File: config.mk
export PLATFORM = sky130hd
export DESIGN_NAME = regfile_mp_flat
export DESIGN_NICKNAME = d
export VERILOG_FILES = /design/src/rtl/regfile_mp_if.sv /design/src/rtl/regfile_mp.sv /design/src/flat_wrapper.sv
export SDC_FILE = /design/constraint.sdc
export NUM_CORES = 2
export LEC_CHECK = 0
export BUFFER_PORTS_ARGS = -buffer_cell sky130_fd_sc_hd__buf_2
export CELL_PAD_IN_SITES_DETAIL_PLACEMENT = 0
export CELL_PAD_IN_SITES_GLOBAL_PLACEMENT = 1
export CORE_MARGIN = 1
export CORE_UTILIZATION = 30
export CTS_BUF_LIST = sky130_fd_sc_hd__clkbuf_8
export DETAILED_ROUTE_END_ITERATION = 6
export PLACE_DENSITY = 0.58
export SETUP_SLACK_MARGIN = 0.05
export SLEW_MARGIN = 20
export SYNTH_ARGS = -nofsm -noshare
export SYNTH_HDL_FRONTEND = slang
export SYNTH_SLANG_ARGS = --single-unit
export TNS_END_PERCENT = 5
File: constraint.sdc
create_clock -name clk -period 6.68 [get_ports clk]
set_input_delay 0.334 -clock clk [delete_from_list [all_inputs] [get_ports clk]]
set_output_delay 0.334 -clock clk [all_outputs]
set_load 0.01 [all_outputs]
File: src/rtl/regfile_mp_if.sv
// regfile_mp_if: decode/writeback-side bus of the multi-port register file.
// Carries read ports, both write ports, busy allocation and the busy count.
// The master drives addresses, writes and allocation; the slave (the register
// file) returns read data, per-port busy bits and the busy count.
interface regfile_mp_if #(
    parameter int DATA_W = 32,
    parameter int ADDR_W = 5,
    parameter int NRD    = 2
);
    logic [NRD*ADDR_W-1:0] rd_addr;
    logic [NRD*DATA_W-1:0] rd_data;
    logic [NRD-1:0]        rd_busy;
    logic                  we0;
    logic                  we1;
    logic [ADDR_W-1:0]     wa0;
    logic [ADDR_W-1:0]     wa1;
    logic [DATA_W-1:0]     wd0;
    logic [DATA_W-1:0]     wd1;
    logic                  wclr0;
    logic                  wclr1;
    logic                  alloc;
    logic [ADDR_W-1:0]     alloc_addr;
    logic [ADDR_W:0]       busy_cnt;

    modport master (
        output rd_addr, we0, we1, wa0, wa1, wd0, wd1, wclr0, wclr1, alloc, alloc_addr,
        input  rd_data, rd_busy, busy_cnt
    );

    modport slave (
        input  rd_addr, we0, we1, wa0, wa1, wd0, wd1, wclr0, wclr1, alloc, alloc_addr,
        output rd_data, rd_busy, busy_cnt
    );
endinterface

File: src/rtl/regfile_mp.sv
// regfile_mp: 2^ADDR_W x DATA_W register file with NRD combinational read
// ports, two synchronous write ports, hardwired-zero entry 0 and a per-entry
// busy scoreboard with a registered popcount.
// Optional feature: define REGFILE_BYPASS_EN for same-cycle write-through on
// the read ports; without it reads return stored state only.
module regfile_mp #(
    parameter int DATA_W = 32,
    parameter int ADDR_W = 5,
    parameter int NRD    = 2
) (
    input logic         clk,
    input logic         rst,
    regfile_mp_if.slave bus
);
    localparam int DEPTH = 1 << ADDR_W;

    logic [DATA_W-1:0] mem [DEPTH];
    logic [DEPTH-1:0]  busy;
    logic [DEPTH-1:0]  busy_next;
    logic [ADDR_W:0]   busy_cnt_q;
    logic [ADDR_W:0]   busy_cnt_next;
    logic [DEPTH-1:0]  wr0_hit;
    logic [DEPTH-1:0]  wr1_hit;
    logic [DEPTH-1:0]  clr_hit;
    logic [DEPTH-1:0]  alloc_hit;
    logic [ADDR_W-1:0] ra [NRD];

    // Decode write and allocation ports into per-entry hit vectors; entry 0 never hits.
    always_comb begin
        // NOTE: every signal written here gets a default first, so no path can leave it holding a value (no latch).
        wr0_hit   = '0;
        wr1_hit   = '0;
        alloc_hit = '0;
        for (int i = 1; i < DEPTH; i++) begin
            wr0_hit[i]   = bus.we0 && (bus.wa0 == ADDR_W'(i));
            wr1_hit[i]   = bus.we1 && (bus.wa1 == ADDR_W'(i));
            alloc_hit[i] = bus.alloc && (bus.alloc_addr == ADDR_W'(i));
        end
        // Clear requests from both ports are OR'd, including on a same-address collision.
        clr_hit = (wr0_hit & {DEPTH{bus.wclr0}}) | (wr1_hit & {DEPTH{bus.wclr1}});
    end

    // Next scoreboard state and its popcount; a new producer wins over a same-cycle release.
    always_comb begin
        busy_next     = alloc_hit | (busy & ~clr_hit);
        busy_cnt_next = '0;
        for (int i = 0; i < DEPTH; i++) begin
            // NOTE: blocking assignment is intended here: each iteration must see the running sum of the previous one.
            busy_cnt_next = busy_cnt_next + {{ADDR_W{1'b0}}, busy_next[i]};
        end
    end

    // Entry storage; port 1 is checked first so it owns a same-address collision.
    always_ff @(posedge clk or negedge rst) begin
        if (!rst) begin
            // NOTE: the array is reset on purpose: every entry must read zero straight after reset, so this cannot map to a reset-less RAM macro.
            for (int i = 0; i < DEPTH; i++) begin
                mem[i] <= '0;
            end
        end else begin
            for (int i = 1; i < DEPTH; i++) begin
                // NOTE: sequential state uses non-blocking assignment so every register samples pre-edge values.
                if (wr1_hit[i]) begin
                    mem[i] <= bus.wd1;
                end else if (wr0_hit[i]) begin
                    mem[i] <= bus.wd0;
                end
            end
        end
    end

    // Scoreboard bits and their count update on the same edge.
    always_ff @(posedge clk or negedge rst) begin
        if (!rst) begin
            busy       <= '0;
            busy_cnt_q <= '0;
        end else begin
            busy       <= busy_next;
            busy_cnt_q <= busy_cnt_next;
        end
    end

    assign bus.busy_cnt = busy_cnt_q;

    // Read ports: entry 0 reads as zero and never busy; optional same-cycle write-through.
    always_comb begin
        bus.rd_data = '0;
        bus.rd_busy = '0;
        for (int k = 0; k < NRD; k++) begin
            ra[k] = bus.rd_addr[k*ADDR_W +: ADDR_W];
            if (ra[k] != '0) begin
                bus.rd_data[k*DATA_W +: DATA_W] = mem[ra[k]];
                bus.rd_busy[k]                  = busy[ra[k]];
`ifdef REGFILE_BYPASS_EN
                if (bus.we1 && (bus.wa1 == ra[k])) begin
                    bus.rd_data[k*DATA_W +: DATA_W] = bus.wd1;
                end else if (bus.we0 && (bus.wa0 == ra[k])) begin
                    bus.rd_data[k*DATA_W +: DATA_W] = bus.wd0;
                end
                if ((bus.we0 && bus.wclr0 && (bus.wa0 == ra[k])) ||
                    (bus.we1 && bus.wclr1 && (bus.wa1 == ra[k]))) begin
                    bus.rd_busy[k] = 1'b0;
                end
`endif
            end
        end
    end
endmodule

File: src/flat_wrapper.sv
// flat-port wrapper written by rule: the top's interface ports become plain ports
module regfile_mp_flat 
#(
    parameter int DATA_W = 32,
    parameter int ADDR_W = 5,
    parameter int NRD    = 2
)
  (clk, rst, bus_rd_addr, bus_we0, bus_we1, bus_wa0, bus_wa1, bus_wd0, bus_wd1, bus_wclr0, bus_wclr1, bus_alloc, bus_alloc_addr, bus_rd_data, bus_rd_busy, bus_busy_cnt);
  regfile_mp_if #(.DATA_W(DATA_W), .ADDR_W(ADDR_W), .NRD(NRD)) bus_i ();
  input logic clk;
  input logic rst;
  input wire logic [$bits(bus_i.rd_addr)-1:0] bus_rd_addr;
  input wire logic [$bits(bus_i.we0)-1:0] bus_we0;
  input wire logic [$bits(bus_i.we1)-1:0] bus_we1;
  input wire logic [$bits(bus_i.wa0)-1:0] bus_wa0;
  input wire logic [$bits(bus_i.wa1)-1:0] bus_wa1;
  input wire logic [$bits(bus_i.wd0)-1:0] bus_wd0;
  input wire logic [$bits(bus_i.wd1)-1:0] bus_wd1;
  input wire logic [$bits(bus_i.wclr0)-1:0] bus_wclr0;
  input wire logic [$bits(bus_i.wclr1)-1:0] bus_wclr1;
  input wire logic [$bits(bus_i.alloc)-1:0] bus_alloc;
  input wire logic [$bits(bus_i.alloc_addr)-1:0] bus_alloc_addr;
  output wire logic [$bits(bus_i.rd_data)-1:0] bus_rd_data;
  output wire logic [$bits(bus_i.rd_busy)-1:0] bus_rd_busy;
  output wire logic [$bits(bus_i.busy_cnt)-1:0] bus_busy_cnt;
  assign bus_i.rd_addr = bus_rd_addr;
  assign bus_i.we0 = bus_we0;
  assign bus_i.we1 = bus_we1;
  assign bus_i.wa0 = bus_wa0;
  assign bus_i.wa1 = bus_wa1;
  assign bus_i.wd0 = bus_wd0;
  assign bus_i.wd1 = bus_wd1;
  assign bus_i.wclr0 = bus_wclr0;
  assign bus_i.wclr1 = bus_wclr1;
  assign bus_i.alloc = bus_alloc;
  assign bus_i.alloc_addr = bus_alloc_addr;
  assign bus_rd_data = bus_i.rd_data;
  assign bus_rd_busy = bus_i.rd_busy;
  assign bus_busy_cnt = bus_i.busy_cnt;
  regfile_mp #(.DATA_W(DATA_W), .ADDR_W(ADDR_W), .NRD(NRD)) u_core (.clk(clk), .rst(rst), .bus(bus_i));
endmodule
==> results.sh <==
export IMPL_drtIter0Drc=5606
export IMPL_placementRows=171
export IMPL_dieArea_um2=221000
export IMPL_drive_gt1_frac=0.133
export IMPL_synth_seq_cells=1029
export IMPL_syn_area_um2=65900
export IMPL_critPathKind="input port to register"
export IMPL_cap_violations=0
export IMPL_start_util=0.303
export IMPL_synth_cell_types=58
export IMPL_io_buffers=167
export IMPL_avgViaCountPerCell=5.68
export IMPL_grt_setup_unrepaired="false"
export IMPL_gp_congestion=0.849
export IMPL_yosys_top_cells_area="dfrtp_1, mux2i_1, mux4_2"
export IMPL_slowest_delay_ps=710
export IMPL_cp_depth=21
export IMPL_ctsRootBufferMaster="clkbuf_8"
export IMPL_die_y_um=471
export IMPL_cts_tree="yes"
export IMPL_first_pass_iters=6
export IMPL_drt_wl_total_um=291000
export IMPL_io_pin_count=168
export IMPL_slew_violations=0
export IMPL_place_hpwl_um=166000
export IMPL_max_freq_mhz=156
export IMPL_htreeDepth=4
export IMPL_multi_input_area_um2=36600
export IMPL_reg2reg_slack_ps=1510
export IMPL_synth_main_ff_cell="dfrtp_1"
export IMPL_setup_tns_ps=0
export IMPL_synth_cells=6699
export IMPL_clock_latency_ps=970
export IMPL_regArea_um2=25700
export IMPL_clock_path_buffers=3
export IMPL_fp_dieW_um=471
export IMPL_cts_sinks=1029
export IMPL_cp_common_cell="fa_1"
export IMPL_ant_nets=0
export IMPL_hold_class="input port to asynchronous set/reset pin"
export IMPL_r2r_cells=14
export IMPL_r2r_start="u_core.busy[26]"
export IMPL_r2r_end="u_core.bus.busy_cnt[4]"
export IMPL_post_route_min_period_ps=6400
export IMPL_yosys_area_top_type="dfrtp_1"
export IMPL_cp_slowest_cell="dlygate4sd3_1"
export IMPL_grt_first_pass_wirelength_um=411000
export IMPL_whs_ps=91.9
export IMPL_core_area_um2=218000
export IMPL_async_flop_share=1.00
export IMPL_max_slew_worst_pin_slew_ps=1230
export IMPL_critPathArrivalTime_ps=7250
export IMPL_mostFrequentLayoutCells="mux2i_1, dfrtp_1, a21oi_1"
export IMPL_hold_viol=0
export IMPL_status="completed"
export IMPL_fin_worst_skew_ps=9.29
export IMPL_grt_use_total=0.256
export IMPL_required_ps=7530
export IMPL_synth_avg_cell_area_um2=9.83
export IMPL_antenna_found_initial=17
export IMPL_period_share=0.958
export IMPL_crit_fanout=4
export IMPL_synth_edf_count=0
export IMPL_ys_warn_count=32
export IMPL_wl_per_cell_um=30.3
export IMPL_fill_cells=22000
export IMPL_crit_chain="dlygate4sd3_1, buf_2, nand2b_1, dlygate4sd3_1, nor2_1, dlygate4sd3_1, a32o_1, inv_1, fa_1, fa_1, inv_1, fa_1, fa_1, fa_1, inv_1, fa_1, fa_1, fa_1, o21ai_0, a21oi_1, xnor2_1"
export IMPL_layout_commonest_cell="mux2i_1"
export IMPL_path_clk_slew_ps=60
export IMPL_synth_top_area_share=0.391
export IMPL_leakagePower_nw=33.7
export IMPL_setup_viol=0
export IMPL_drc_errors=0
export IMPL_nets=6705
export IMPL_grt_pass1_vias=53500
export IMPL_synth_nets=6825
export IMPL_numCtsBuffers=201
export IMPL_cp_startpoint="bus_alloc_addr[4]"
export IMPL_area_growth_pct=11.7
export IMPL_overflow=0
export IMPL_crit_buf_inv=7
export IMPL_cp_top_family="adder cells"
export IMPL_grt_max_degree=160
export IMPL_cp_start_kind="input port"
export IMPL_total_power_mw=23.3
export IMPL_cp_end_kind="register"
export IMPL_timing_slew_headroom=0.176
export IMPL_cp_endpoint="u_core.bus.busy_cnt[4]"
export IMPL_vias=54500
export IMPL_seq_area_frac_synth=0.391
export IMPL_power_density_nw_per_um2=317
export IMPL_max_vdd_ir_drop_uv=477
==> synthesized netlist by cell type (67+ instances only) <==
cell      instances
nand2_1         537
dfrtp_1        1029
buf_2           155
mux4_2          135
clkbuf_1        446
a21oi_1         545
buf_4            81
nor3_1          164
o22ai_1         261
nor2_1          538
mux2i_1        1646
mux2_2           67
o21ai_0         466
==> power by group <==
group,internal (mW),switching [mW]
logic,3.58,3.85
clock network,3.47,3.05
registers,7.97,1.36
==> cell type report <==
cell class / count / area share
multi-input cells: 4870 / 0.498
flip-flops and latches: 1029 / 0.350
well taps: 2854 / 0.0485
repair buffers: 445 / 0.0477
clock buffers: 249 / 0.0466
clock inverters: 104 / 0.00748
inverters: 32 / 0.00163
diodes: 10 / 0.000340
==> per-layer routing <==
layer	GRT usage	vias up	part of all wire
li1	-	24100	-
met1	0.333	27400	0.42
met2	0.414	2353	0.47
met3	0.0473	640	0.069
met4	0.109	4	0.044
met5	0	-	0.000072
==> logic make-up (layout without fill, tap and decap cells) <==
family	count (synthesis)	in the layout	synth area share
xor gates and xnor gates	2	2	0.000266
muxes	1848	1848	0.308
other	0	10	0
adders and majority gates	30	30	0.00832
AOI/OAI and AO/OA	1583	1583	0.140
and+or+nand+nor	1407	1407	0.0906
DFF	1029	1029	0.391
buffers and inverters	800	830	0.0617
==> how the worst min path moves through the flow <==
stage,startpoint,endpoint,slack (ps),depth (start not counted)
after floorplan,rst,u_core.bus.busy_cnt[0],40,0
after global placement,rst,u_core.bus.busy_cnt[0],520,1
after detailed placement,rst,u_core.bus.busy_cnt[0],520,1
after CTS,bus_wa0[3],u_core.busy[16],2,5
after global routing,bus_wa0[2],u_core.busy[16],80,5
final,rst,u_core.mem[503],90,2
==> per-stage QoR <==
step           cells  area [um2]   util  setup WS, ps
2_1_floorplan   6699       65900      -           965
3_3_place_gp    9106       68300  0.314           458
3_5_place_dp    9106       68300  0.314           489
4_1_cts         9582       73500  0.338           331
5_1_grt         9588       73500  0.338           111
6_report        9593       73600  0.338           278
==> timing repair <==
| action | in CTS | in global routing |
|---|---|---|
| resized for setup | 0 | 0 |
| hold buffers | 123 | 0 |
| setup buffers | 0 | 0 |
| endpoints found under the hold margin | 1118 | 0 |
==> flip-flops by register name, indices dropped and copies added, names as in the netlist <==
register and cells:
u_core.busy 31, u_core.bus.busy_cnt 6, u_core.mem 992
Power figures use the tool's default switching activity.
